===== config.mk =====
export PLATFORM = sky130hd
export DESIGN_NAME = cache_port_arbiter
export DESIGN_NICKNAME = d
export VERILOG_FILES = /design/src/rtl/cache_port_arbiter.sv
export SDC_FILE = /design/constraint.sdc
export NUM_CORES = 1
export LEC_CHECK = 0
export CORE_MARGIN = 8
export CORE_UTILIZATION = 48
export CTS_CLUSTER_SIZE = 20
export DETAILED_ROUTE_END_ITERATION = 10
export PLACE_DENSITY = 0.83
export SLEW_MARGIN = 20
export SYNTH_ARGS = -nofsm -noshare
export SYNTH_HDL_FRONTEND = slang
export SYNTH_SLANG_ARGS = --single-unit
export TNS_END_PERCENT = 5

===== constraint.sdc =====
create_clock -name clk -period 2.4 [get_ports clk]
set_input_delay 0.48 -clock clk [delete_from_list [all_inputs] [get_ports clk]]
set_output_delay 0.48 -clock clk [all_outputs]
set_load 0.05 [all_outputs]

===== src/rtl/cache_port_arbiter.sv =====
// cache_port_arbiter: round-robin sharing of one cache request port between masters m0 and m1.
// Optional ARB_TIMEOUT_EN aborts a request the cache leaves unacknowledged for TIMEOUT_CYC cycles.
module cache_port_arbiter #(
   parameter int unsigned AW          = 16,
   parameter int unsigned DW          = 32,
   parameter int unsigned BW          = 4,
   parameter int unsigned TIMEOUT_CYC = 64
) (
   input  logic          clk,
   input  logic          reset,
   input  logic          m0_wr,
   input  logic          m0_rd,
   input  logic [AW-1:0] m0_addr,
   input  logic [DW-1:0] m0_wdata,
   input  logic [BW-1:0] m0_bval,
   output logic          m0_ack,
   output logic          m0_err,
   output logic [DW-1:0] m0_rdata,
   output logic          m0_busy,
   input  logic          m1_wr,
   input  logic          m1_rd,
   input  logic [AW-1:0] m1_addr,
   input  logic [DW-1:0] m1_wdata,
   input  logic [BW-1:0] m1_bval,
   output logic          m1_ack,
   output logic          m1_err,
   output logic [DW-1:0] m1_rdata,
   output logic          m1_busy,
   output logic          c_wr,
   output logic          c_rd,
   output logic [AW-1:0] c_addr,
   output logic [DW-1:0] c_wdata,
   output logic [BW-1:0] c_bval,
   input  logic          c_ack,
   input  logic [DW-1:0] c_rdata
);

   typedef enum logic [1:0] {IDLE, ISSUE, WAIT} state_t;

   state_t          state_q, state_d;
   logic            gnt_q, gnt_d, rr_q, rr_d;
   logic [1:0]      stb, wreq, cap, clr;
   logic [1:0]      valid_q, valid_d, op_q, ack_q, ack_d;
   logic [AW-1:0]   in_addr  [2];
   logic [DW-1:0]   in_wdata [2];
   logic [BW-1:0]   in_bval  [2];
   logic [AW-1:0]   addr_q   [2];
   logic [DW-1:0]   wdata_q  [2];
   logic [BW-1:0]   bval_q   [2];
   logic [DW-1:0]   rdata_q  [2];
   logic [DW-1:0]   rdata_d  [2];
   logic            c_wr_q, c_wr_d, c_rd_q, c_rd_d;
   logic [AW-1:0]   c_addr_q, c_addr_d;
   logic [DW-1:0]   c_wdata_q, c_wdata_d;
   logic [BW-1:0]   c_bval_q, c_bval_d;

`ifdef ARB_TIMEOUT_EN
   localparam int unsigned CW = ($clog2(TIMEOUT_CYC + 1) > 8) ? $clog2(TIMEOUT_CYC + 1) : 8;
   logic [CW-1:0]   cnt_q, cnt_d;
   logic [1:0]      err_q, err_d;
`endif

   assign stb      = {m1_wr | m1_rd, m0_wr | m0_rd};
   assign wreq     = {m1_wr, m0_wr};
   assign in_addr[0]  = m0_addr;
   assign in_addr[1]  = m1_addr;
   assign in_wdata[0] = m0_wdata;
   assign in_wdata[1] = m1_wdata;
   assign in_bval[0]  = m0_bval;
   assign in_bval[1]  = m1_bval;

   always_comb begin
      state_d   = state_q;
      gnt_d     = gnt_q;
      rr_d      = rr_q;
      c_wr_d    = 1'b0;
      c_rd_d    = 1'b0;
      c_addr_d  = c_addr_q;
      c_wdata_d = c_wdata_q;
      c_bval_d  = c_bval_q;
      ack_d     = '0;
      clr       = '0;
      for (int unsigned i = 0; i < 2; i++) rdata_d[i] = rdata_q[i];
`ifdef ARB_TIMEOUT_EN
      err_d     = '0;
      cnt_d     = cnt_q;
`endif
      unique case (state_q)
         IDLE: begin
            if (|valid_q) begin
               // both pending: the master not last served wins
               gnt_d     = (valid_q == 2'b11) ? ~rr_q : valid_q[1];
               rr_d      = gnt_d;
               c_addr_d  = addr_q[gnt_d];
               c_wdata_d = wdata_q[gnt_d];
               c_bval_d  = bval_q[gnt_d];
               c_wr_d    = op_q[gnt_d];
               c_rd_d    = ~op_q[gnt_d];
               state_d   = ISSUE;
`ifdef ARB_TIMEOUT_EN
               cnt_d     = '0;
`endif
            end
         end
         ISSUE, WAIT: begin
            state_d = WAIT;
            if (c_ack) begin
               ack_d[gnt_q] = 1'b1;
               clr[gnt_q]   = 1'b1;
               if (!op_q[gnt_q]) rdata_d[gnt_q] = c_rdata;
               state_d      = IDLE;
            end
`ifdef ARB_TIMEOUT_EN
            else if (cnt_q == CW'(TIMEOUT_CYC - 1)) begin
               ack_d[gnt_q] = 1'b1;
               err_d[gnt_q] = 1'b1;
               clr[gnt_q]   = 1'b1;
               state_d      = IDLE;
            end else begin
               cnt_d = cnt_q + 1'b1;
            end
`endif
         end
         default: state_d = IDLE;
      endcase
      // a strobe arriving on the completion edge refills the slot being freed
      for (int unsigned i = 0; i < 2; i++) begin
         cap[i]     = stb[i] & (~valid_q[i] | clr[i]);
         valid_d[i] = cap[i] | (valid_q[i] & ~clr[i]);
      end
   end

   always_ff @(posedge clk or negedge reset) begin
      if (!reset) begin
         state_q   <= IDLE;
         gnt_q     <= 1'b0;
         rr_q      <= 1'b1;
         valid_q   <= '0;
         op_q      <= '0;
         ack_q     <= '0;
         c_wr_q    <= 1'b0;
         c_rd_q    <= 1'b0;
         c_addr_q  <= '0;
         c_wdata_q <= '0;
         c_bval_q  <= '0;
         for (int unsigned i = 0; i < 2; i++) begin
            addr_q[i]  <= '0;
            wdata_q[i] <= '0;
            bval_q[i]  <= '0;
            rdata_q[i] <= '0;
         end
`ifdef ARB_TIMEOUT_EN
         cnt_q     <= '0;
         err_q     <= '0;
`endif
      end else begin
         state_q   <= state_d;
         gnt_q     <= gnt_d;
         rr_q      <= rr_d;
         valid_q   <= valid_d;
         ack_q     <= ack_d;
         c_wr_q    <= c_wr_d;
         c_rd_q    <= c_rd_d;
         c_addr_q  <= c_addr_d;
         c_wdata_q <= c_wdata_d;
         c_bval_q  <= c_bval_d;
         for (int unsigned i = 0; i < 2; i++) begin
            rdata_q[i] <= rdata_d[i];
            if (cap[i]) begin
               addr_q[i]  <= in_addr[i];
               wdata_q[i] <= in_wdata[i];
               bval_q[i]  <= in_bval[i];
               op_q[i]    <= wreq[i];
            end
         end
`ifdef ARB_TIMEOUT_EN
         cnt_q     <= cnt_d;
         err_q     <= err_d;
`endif
      end
   end

   assign c_wr     = c_wr_q;
   assign c_rd     = c_rd_q;
   assign c_addr   = c_addr_q;
   assign c_wdata  = c_wdata_q;
   assign c_bval   = c_bval_q;
   assign m0_ack   = ack_q[0];
   assign m1_ack   = ack_q[1];
   assign m0_rdata = rdata_q[0];
   assign m1_rdata = rdata_q[1];
   assign m0_busy  = valid_q[0];
   assign m1_busy  = valid_q[1];
`ifdef ARB_TIMEOUT_EN
   assign m0_err   = err_q[0];
   assign m1_err   = err_q[1];
`else
   assign m0_err   = 1'b0;
   assign m1_err   = 1'b0;
`endif

endmodule

* Yosys cells after proc, flatten, opt, wreduce, memory -nomap -nowiden
Index checks and enable logic that the tools add are counted.
** Cells by class
- Order comparisons :: 6
- Equality and inequality tests :: 4
- Muxes and demuxes :: 28
- Bitwise logic cells :: 19
- Reductions and logical operators :: 7
** Operators by type and width (number)
- 2-to-1 mux 32 bit :: 4
- bitwise mux 64 bit :: 1
- 2-to-1 mux 16 bit :: 3
- demux 32 bit (select 1 bit) :: 1
- 2-to-1 mux 4 bit :: 3
- 2-to-1 mux 1 bit :: 10
- 2-to-1 mux 2 bit :: 4
- NOT 1 bit :: 7
- OR 1 bit :: 6
- AND 1 bit :: 4
- equality test 2 bit (second input constant) :: 2
- greater-or-equal comparator 2 bit (second input constant) :: 2
- less-than comparator 1 x 2 -> 1 bit (second input constant) :: 2
- NOT 1 -> 2 bit :: 2
- one-hot mux 2 bit (2 select lines) :: 1
- OR reduction 2 bit :: 2
- AND reduction 3 bit :: 1
- equality test 2 x 1 -> 1 bit (second input constant) :: 1
- logical AND 1 bit :: 2
- logical NOT 2 bit :: 1
- less-than comparator 2 x 1 -> 1 bit (second input constant) :: 1
- inequality test 2 bit (second input constant) :: 1
- AND reduction 2 bit :: 1
- demux 1 bit (select 1 bit) :: 1
- greater-or-equal comparator 1 bit (second input constant) :: 1
** Storage, ports and cells
- Bits in registers :: 232
- Input port bits :: 143
- Output and inout port bits :: 124
- Word-level logic and storage cells :: 84

* Depth between registers and ports, before layout
- Depth after elaboration :: 9
- Mapped depth :: 8
- Mapped depth without buffers :: 6

* Worst setup path before layout
OpenSTA, ideal clock, no wires.
- Kind :: register to register
- Start :: register state_q[0]
- End :: register addr_q[0] (netlist bit)
- Setup time :: 0.125 ns
- Data arrival time :: 1.615 ns
- Required time :: 2.275 ns
- Setup slack :: 0.660 ns
- Cell stages (with the launch flop) :: 7
- Path buffers :: 1
- Clock period less this slack :: 1.740 ns
- Path through :: dfrtp_1 inv_1 ha_1 nand3_2 a21oi_4 buf_6 mux2_2
** On the way
- Word-level cells in the longest chain between the ends :: 5
** RTL lines
- start: declaration :: line 40 : state_t state_q, state_d;
- start signal: assignment :: line 157 : state_q <= state_d;
- equality test 2 x 1 -> 1 bit / equality test 2 bit (equally long branches) :: line 88 : unique case (state_q)
- OR reduction 2 bit (*) :: line 88
- 2-to-1 mux 2 bit (*) :: line 88
- OR 1 bit (*) :: line 128 : cap[i] = stb[i] & (~valid_q[i] | clr[i]);
- AND 1 bit (*) :: line 128
- end signal: indexed assignment :: line 170 : addr_q[i] <= in_addr[i];
- end: declaration :: line 47 : logic [AW-1:0] addr_q [2];
Every way passes the cells marked *; elsewhere a longest branch is shown, timed or not.
A chain may end at the register's enable or synchronous reset.

* Worst setup path after layout
- Start :: register c_wdata_q[25], in the netlist c_wdata[25]
- End :: output port c_wdata[25]
** RTL lines
- start: declaration :: line 54 : logic [DW-1:0] c_wdata_q, c_wdata_d;
- start signal: assignment :: line 165 : c_wdata_q <= c_wdata_d;
- end: declaration :: line 32 : output logic [DW-1:0] c_wdata,
No word-level cell between the ends.

==> impl_metrics.env <==
export IMPL_status="complete, but fails checks"
export IMPL_violations="negative hold slack"
export IMPL_io_pins=267
export IMPL_die_h_um=154
export IMPL_synthDistinctLibCells=33
export IMPL_worst_slack_ns=0.208
export IMPL_clk_latency_ns=0.50
export IMPL_worstSetupEndpointType="output pin"
export IMPL_num_nets_final=1105
export IMPL_drt_initial_drc_count=269
export IMPL_fmax_ghz=0.456
export IMPL_critPathLaunchType="flip-flop"
export IMPL_whs_ns=-0.0162
export IMPL_dieArea_um2=23800
export IMPL_fp_dieW_um=154
export IMPL_drcViolationCount=0
export IMPL_row_count=50
export IMPL_power_density_nw_per_um2=1680
export IMPL_final_common_cell="clkdlybuf4s50_1"
export IMPL_initial_core_util_pct=49.1
export IMPL_drive_above_1_share_pct=23.3
export IMPL_arrival_ns=1.71
export IMPL_setup_viol=0
export IMPL_finalHoldViolations=15
export IMPL_syn_area_um2=9180
export IMPL_drv_slew=0
export IMPL_post_cts_setup_buffers=0
export IMPL_clockBufferDepth=3
export IMPL_antenna_found_initial=0
export IMPL_synthCells=691
export IMPL_max_cap_violations=0
export IMPL_min_period_ns=2.19
export IMPL_core_area_um2=18700
export IMPL_p_total_mw=21.7
export IMPL_post_route_period_util_pct=91.3
export IMPL_critical_path_top_delay_family="buffers and inverters"
export IMPL_cts_tree="yes"
export IMPL_peakVddDrop_mv=0.852
export IMPL_routed_wl_um=24800
export IMPL_area_growth_pct=41.0
export IMPL_grt_overflow=0
export IMPL_rr_endpoint="wdata_q[29]$_DFFE_PN0P_"
export IMPL_required_ns=1.92
export IMPL_final_setup_skew_ns=0.0101
export IMPL_wl_per_cell_um=20.5
export IMPL_reg2regPathDepth=6
export IMPL_worst_pin_slew_ns=0.680
export IMPL_setup_tns_final_ns=0
export IMPL_critPathMaxStageDelay_ns=0.83
export IMPL_regToRegSetupSlack_ns=0.44
export IMPL_rsz0062_at_grt="no"
export IMPL_cts_repair_resized=0
export IMPL_gp_congestion=0.775
export IMPL_vias_per_cell=5.28
export IMPL_placed_area_um2=12200
export IMPL_ys_seq_area_share_pct=63.3
export IMPL_path_cells="clkdlybuf4s50_1"
export IMPL_grt_max_degree=83
export IMPL_min_path_type="in -> async"
export IMPL_cts_buffers=25
export IMPL_insertedDiodeCount=0
export IMPL_finalInstanceArea_um2=12900
export IMPL_crit_slowest_cell="clkdlybuf4s50_1"
export IMPL_first_pass_iters=4
export IMPL_cts_num_sinks=232
export IMPL_cp_max_fo=2
export IMPL_yosys_warnings=0
export IMPL_final_cell_mix="clkdlybuf4s50_1, dfrtp_1, mux2_2"
export IMPL_io_buffers=264
export IMPL_grt_pass1_wl_um=39100
export IMPL_syn_avg_cell_area_um2=13.3
export IMPL_yosysTopAreaCellShare_pct=63.0
export IMPL_max_slew_margin_pct=54.7
export IMPL_synth_largest_area_cell="dfrtp_1"
export IMPL_fill_cells=1335
export IMPL_crit_type="reg -> out"
export IMPL_synth_seq_cells=232
export IMPL_r2r_start="state_q[0]$_DFFE_PN0P_"
export IMPL_postCtsHoldBufs=0
export IMPL_cts_root_buf="clkbuf_16"
export IMPL_grt_util_all_layers_pct=20.5
export IMPL_place_ws_ns=0.158
export IMPL_cts_htree_levels=1
export IMPL_critical_path_buf_inv_count=1
export IMPL_dp_hpwl_um=17500
export IMPL_p_leak_nw=5.52
export IMPL_via_count=6399
export IMPL_ys_top_cells_by_area="dfrtp_1, mux2_2, a21oi_1"
export IMPL_clk_pin_slew_worst_paths_ns=0.06
export IMPL_drtAntennaViolNets=0
export IMPL_first_global_vias=7013
## power breakdown
| group | internal, mW | switching, mW |
|---|---|---|
| Sequential | 5.96 | 1.10 |
| Combinational | 4.34 | 6.68 |
| Clock | 2.20 | 1.45 |
| Total | 12.5 | 9.24 |
## routing by layer
| metal | wire, um | global-route usage (%) | vias up | share of wire (%) |
|---|---|---|---|---|
| met1 | 10500 | 26.2 | 3208 | 42 |
| met4 | 366 | 4.20 | 0 | 1.5 |
| met5 | 0 | 0 | - | 0 |
| li1 | - | - | 2912 | - |
| met2 | 11900 | 34.4 | 251 | 48 |
| met3 | 2030 | 5.63 | 28 | 8.2 |
## cell families (layout without fill, tap and decap cells)
family	count (synthesis)	count (layout)	synth area share, %
compound gates	118	118	7.01
fa+ha+maj	1	1	0.136
buf+inv	51	336	3.34
flops	232	232	63.3
mux	170	170	21.0
other cells	1	2	0.0409
simple gates	118	118	5.21
## Yosys cell counts
library cell and n:
nor2_1 55, dfstp_2 1, nand2b_1 1, clkbuf_1 14
a31oi_1 1, buf_6 9, nand2_1 56, o21a_1 1
buf_4 8, a21oi_1 105, dfrtp_1 231, mux2_2 157
a21boi_0 1, inv_2 1, ha_1 1, o31a_1 1
buf_2 14, nand3_2 1, and2_1 1, nor2_2 1
inv_1 5, a21oi_4 2, o21ai_2 1, nand3_1 1
mux2_4 4, conb_1 1, a22o_1 3, or2b_1 1
nand3b_4 1, o21ai_0 2, mux2_1 7, a21bo_2 1
mux2i_1 2
## sequential cells by signal (all words and copies together), names as in the netlist, 2 cells and up
register	cells
ack_q	2
addr_q	32
bval_q	8
c_addr	16
c_bval	4
c_wdata	32
m0_rdata	32
m1_rdata	32
op_q	2
state_q	2
valid_q	2
wdata_q	64
## final cells by class
| type | instances | area (um^2) | share of cell area, % |
|---|---|---|---|
| Multi-Input combinational cell | 409 | 3090 | 23.9 |
| Clock inverter | 4 | 72.6 | 0.561 |
| Inverter | 6 | 22.5 | 0.174 |
| Clock buffer | 39 | 698 | 5.40 |
| Timing Repair Buffer | 287 | 2960 | 22.8 |
| Sequential cell | 232 | 5810 | 44.9 |
| Tap cell | 234 | 293 | 2.26 |
## worst max path at each step
stage          cells past startpoint                     from                      end
6_report                           1  c_wdata[25]$_DFFE_PN0P_              c_wdata[25]
5_1_grt                            1    c_bval[0]$_DFFE_PN0P_                c_bval[0]
4_1_cts                            1    c_bval[0]$_DFFE_PN0P_                c_bval[0]
3_5_place_dp                       5                    c_ack  wdata_q[28]$_DFFE_PN0P_
3_3_place_gp                       5                    c_ack  wdata_q[27]$_DFFE_PN0P_
2_1_floorplan                      6   state_q[0]$_DFFE_PN0P_    addr_q[0]$_DFFE_PN0P_
## metrics by stage
step	utilization [%]	instances
floorplan	-	692
CTS	69.2	1211
finish	69.2	1211
global route	69.2	1211
detailed placement	65.0	1168
global placement	65.0	1168
No activity file was read; power rests on OpenSTA's default activity.
==> variant 1: new RTL, same flow settings <==
Make the reset (`reset`) synchronous in one clocked block.
--- a/src/rtl/cache_port_arbiter.sv
+++ b/src/rtl/cache_port_arbiter.sv
@@ -132,3 +132,3 @@
 
-   always_ff @(posedge clk or negedge reset) begin
+   always_ff @(posedge clk) begin
       if (!reset) begin
Check against the original RTL: differs if reset is asserted again (counterexample within 4 cycles, from zero or initial values and one cycle with reset low); with reset held inactive, the same outputs for 4 cycles.
==> variant 1 against the unedited design <==
- worst setup slack worse by 0.010 ns
- clock skew increased by 0.00055 ns
- routed wire length increased by 3.3%
- final cell count up 8.7%
- area after synthesis is 3.3% lower
- final area decreased by 2.9%
- hold slack gained 0.41 ns
- sequential cell count unchanged
- die area fell by 3.0%
- critical path type unchanged
Power is not compared: it rests on default switching activity, and its combinational part moved more than twofold at a synthesized area within 25%.
==> variant 1: results (changes against the unedited design) <==
yosys:
  synth_ff_type: "sky130_fd_sc_hd__dfxtp_1"
  synth_cell_type_count: 39  # +18%
  synth.top_cells.by_area: "sky130_fd_sc_hd__edfxtp_1 35%, sky130_fd_sc_hd__dfxtp_1 29%, sky130_fd_sc_hd__and3_1 7.5%"
  netlist_instances: 839  # +21%
  synth_commonest_cells: "128 x sky130_fd_sc_hd__dfxtp_1, 119 x sky130_fd_sc_hd__o21ai_0, 106 x sky130_fd_sc_hd__a21oi_1, 106 x sky130_fd_sc_hd__and3_1, 104 x sky130_fd_sc_hd__edfxtp_1"
  synth_async_sr_flop_share_pct: 0  # -100 points
  part_of_the_yosys_area_used_for_sequential_elements_pct: 64.1  # +0.79 points
grt:
  grtUsageTotal_pct: 21.0  # +0.49 points
  number_of_global_route_vias_before_repair: 7087  # +1.1%
  grt_start_max_net_pins: 105  # +27%
  grt_antenna_before_repair: 1  # +1
layout:
  final_net_count: 1212  # +9.7%
  filler_cells_inserted: 1292  # -3.2%
  total_area_of_multi_input_combinational_cells_um2: 2780  # -10%
placed_design:
  placed_area_um2: 11700  # -3.9%
  dp.final_hpwl_um: 16800  # -3.9%
  gp_routability_congestion: 0.790  # +2.0%
  dp.cells: 1270  # +8.7%
  dp_slack_ns: 0.0757  # -0.0823 ns
worst_hold_path:
  holdCritPathClass: "input port to flip-flop"
sta:
  final-hold-violation-count: 0  # -15
  worst_clock_skew_ns: 0.0107  # +0.000552 ns
clocking:
  total_clock_buffers_created_by_cts: 25  # unchanged
  post-cts-setup-buffer-count: 0  # unchanged
detailed_routing:
  postRouteWirelength_um: 25600  # +3.3%
  starting_drt_drc_count: 496  # +84%
  wire_per_inst_um: 19.5  # -4.9%
  detail_route.first_pass.iterations: 5  # +1
  via_total_after_detailed_routing: 7208  # +13%
run_status:
  outcome: "finished clean"
[variant 1: cell count changes after synthesis, sizes merged, moves of 33 or more]
cell	delta
and3	+106
clkbuf	+42
dfrtp	-231
dfxtp	+128
edfxtp	+104
mux2	-168
nand2	+33
nand3	+63
nor2	-53
o21ai	+119
[variant 1: logic make-up after synthesis]
family,synth area share [%]
adders and majority gates,0.141
DFF,64.1
buffers and inverters,5.19
and+or+nand+nor,15.7
AOI/OAI and AO/OA,14.7
other,0.0423
muxes,0.113
[variant 1: final cells by class]
type / instances / area share [%]
antenna: 1 / 0.0199
clock buffer: 30 / 5.13
clock inverter: 15 / 1.77
inverter: 6 / 0.179
multi-input combinational: 519 / 22.1
sequential: 232 / 45.3
tap: 229 / 2.28
timing repair buffer: 284 / 23.2
[variant 1: power groups by stage]
stage / Clock, mW / Combinational, mW / Sequential (mW)
after floorplan: 0 / 0.728 / 5.34
after global placement: 0 / 2.09 / 4.76
after detailed placement: 0 / 2.13 / 4.78
after CTS: 4.12 / 2.15 / 4.70
after global routing: 4.27 / 2.27 / 4.74
final: 4.05 / 2.13 / 4.70
[variant 1: final timing paths]
path                               startpoint                           to  slack (ns)  cells after the start
setup / recovery  rdata_q[0][60]$_SDFFE_PN0P_                 m1_rdata[28]        0.20                      1
hold / removal                          reset        valid_q[1]$_SDFF_PN0_        0.40                      2
setup reg to reg      state_q[0]$_SDFFE_PN0P_  addr_q[1][11]$_SDFFCE_PN0P_        0.32                      6
hold reg to reg   rdata_q[0][27]$_SDFFE_PN0P_  rdata_q[0][27]$_SDFFE_PN0P_        0.46                      2
[variant 1: through the flow]
step	hold WS (ns)	setup TNS (ns)
global placement	0.443	0
floorplan	0.432	-15.46
CTS	0.376	0
finish	0.396	0
global route	0.399	0
detailed placement	0.455	0
[variant 1: worst reg2reg max path, stage by stage, from the launching register on]
cell,delay (ns)
sky130_fd_sc_hd__dfxtp_1,0.31
sky130_fd_sc_hd__inv_1,0.05
sky130_fd_sc_hd__ha_1,0.31
sky130_fd_sc_hd__a21boi_1,0.42
sky130_fd_sc_hd__o32ai_4,0.17
sky130_fd_sc_hd__buf_12,0.23
sky130_fd_sc_hd__and3_1,0.36
[variant 1: metal layers]
| metal | GRT usage (%) | routed length (µm) |
|---|---|---|
| met1 | 25.0 | 9870 |
| met2 | 36.1 | 13000 |
| met3 | 4.49 | 1830 |
| met4 | 8.72 | 957 |
| met5 | 0 | 0 |
==> variant 2: new RTL, config.mk and constraints unchanged <==
Made on the original files. Build with the macro `ARB_TIMEOUT_EN` defined.
--- a/src/rtl/cache_port_arbiter.sv
+++ b/src/rtl/cache_port_arbiter.sv
@@ -2,2 +2,4 @@
 // Optional ARB_TIMEOUT_EN aborts a request the cache leaves unacknowledged for TIMEOUT_CYC cycles.
+`define ARB_TIMEOUT_EN
+
 module cache_port_arbiter #(
Behaviour: same outputs for any inputs over 4 cycles, from zero or initial values and one cycle with reset low; that may be too few to reach the edited logic, so the function may still have changed.
==> variant 2 against the unedited design <==
- utilization is 0.99 points lower
- register-to-register slack worse by 0.24 ns
- worst setup slack worse by 0.077 ns
- clock power up 2%
- fmax down 3.4%
- hold slack better by 0.49 ns
- largest power group unchanged
- area after synthesis increased by 7.2%
- die area increased by 6.4%
- sequential cell count increased by 10
- power increased by 0.84%
- critical path type unchanged
- clock skew rose by 0.0034 ns
- final area increased by 6.3%
- routed wire length decreased by 2.4%
==> variant 2: results (changes against the unedited design) <==
run_status:
  outcome: "finished clean"
yosys:
  synth-xor-area-share_pct: 0.534  # +0.53 points
  synth_commonest_cells: "241 x sky130_fd_sc_hd__dfrtp_1, 115 x sky130_fd_sc_hd__mux2_2, 65 x sky130_fd_sc_hd__nand2_1"
  mappedNetlistNets: 825
  yosys-mux-area-fraction_pct: 26.5  # +5.5 points
  part_of_the_yosys_area_used_for_sequential_elements_pct: 61.6  # -1.7 points
  synth_fa_ha_area_share_pct: 0.254  # +0.12 points
  netlist_instances: 680  # -1.6%
  synth_cell_type_count: 39  # +18%
  synth_compound_area_share_pct: 4.59  # -2.4 points
clocking:
  cts_repair_resize_count: 1  # +1
  ctsHoldBuffers: 1  # +1
critical_path:
  crit_path_start: "c_bval[0]$_DFFE_PN0P_"
  setup.worst_path.end: "c_bval[0]"
  reg2reg_to: "wdata_q[18]$_DFFE_PN0P_"
  timing.critical_path.arrival_ns: 1.79  # +0.08 ns
  r2r_slack_ns: 0.20  # -0.24 ns
  worstReg2RegStart: "cnt_q[0]$_DFFE_PN0P_"
placed_design:
  placed_area_um2: 12900  # +6.4%
  dp.cells: 1204  # +3.1%
  gp_routability_congestion: 0.780  # +0.63%
pwr:
  post-layout-total-power_mw: 21.9  # +0.84%
  power.ir.vdd_worst_v: 0.00104  # +21%
  switchingPower_mw: 8.98  # -2.8%
  power_frac_clock_pct: 17.0  # +0.2 points
  power.leakage_nw: 6.10  # +11%
worst_hold_path:
  holdCritPathClass: "flip-flop to flip-flop"
sta:
  worst_clock_skew_ns: 0.0135  # +0.00343 ns
  finalWorstSetupSlack_ns: 0.131  # -0.0765 ns
  final.hold.worst_slack_ns: 0.475  # +0.491 ns
layout:
  drive_gt1_share_pct: 24.0  # +0.64 points
  final_net_count: 1107  # +0.18%
grt:
  number_of_global_route_vias_before_repair: 7116  # +1.5%
  grtUsageMet2_pct: 30.1  # -4.3 points
  grtUsageTotal_pct: 18.9  # -1.6 points
  grt_start_max_net_pins: 69  # -17%
detailed_routing:
  starting_drt_drc_count: 230  # -14%
  met3WireLength_um: 1890  # -6.8%
  wirelength_met1_um: 10600  # +1.0%
  route.met2.wl_um: 11200  # -6.1%
  wire_per_inst_um: 19.4  # -5.4%
[variant 2: changes by cell type after synthesis, moves of 5 or more]
cell | unedited run | this run
sky130_fd_sc_hd__dfrtp_1 | 231 | 241
sky130_fd_sc_hd__buf_2 | 14 | 8
sky130_fd_sc_hd__nand2_1 | 56 | 65
sky130_fd_sc_hd__mux2_4 | 4 | 50
sky130_fd_sc_hd__nor2_1 | 55 | 14
sky130_fd_sc_hd__mux2i_1 | 2 | 53
sky130_fd_sc_hd__a21oi_1 | 105 | 2
sky130_fd_sc_hd__o21ai_0 | 2 | 59
sky130_fd_sc_hd__buf_4 | 8 | 1
sky130_fd_sc_hd__mux2_2 | 157 | 115
sky130_fd_sc_hd__xor2_1 | 0 | 5
[variant 2: cell type report]
cell class	instances	area, µm²
clock buffer	40	742
clock inverter	5	50.0
fill	1461	6420
inverter	4	15.0
multi-input combinational	400	3590
sequential	242	6060
tap	270	338
timing repair buffer	289	2950
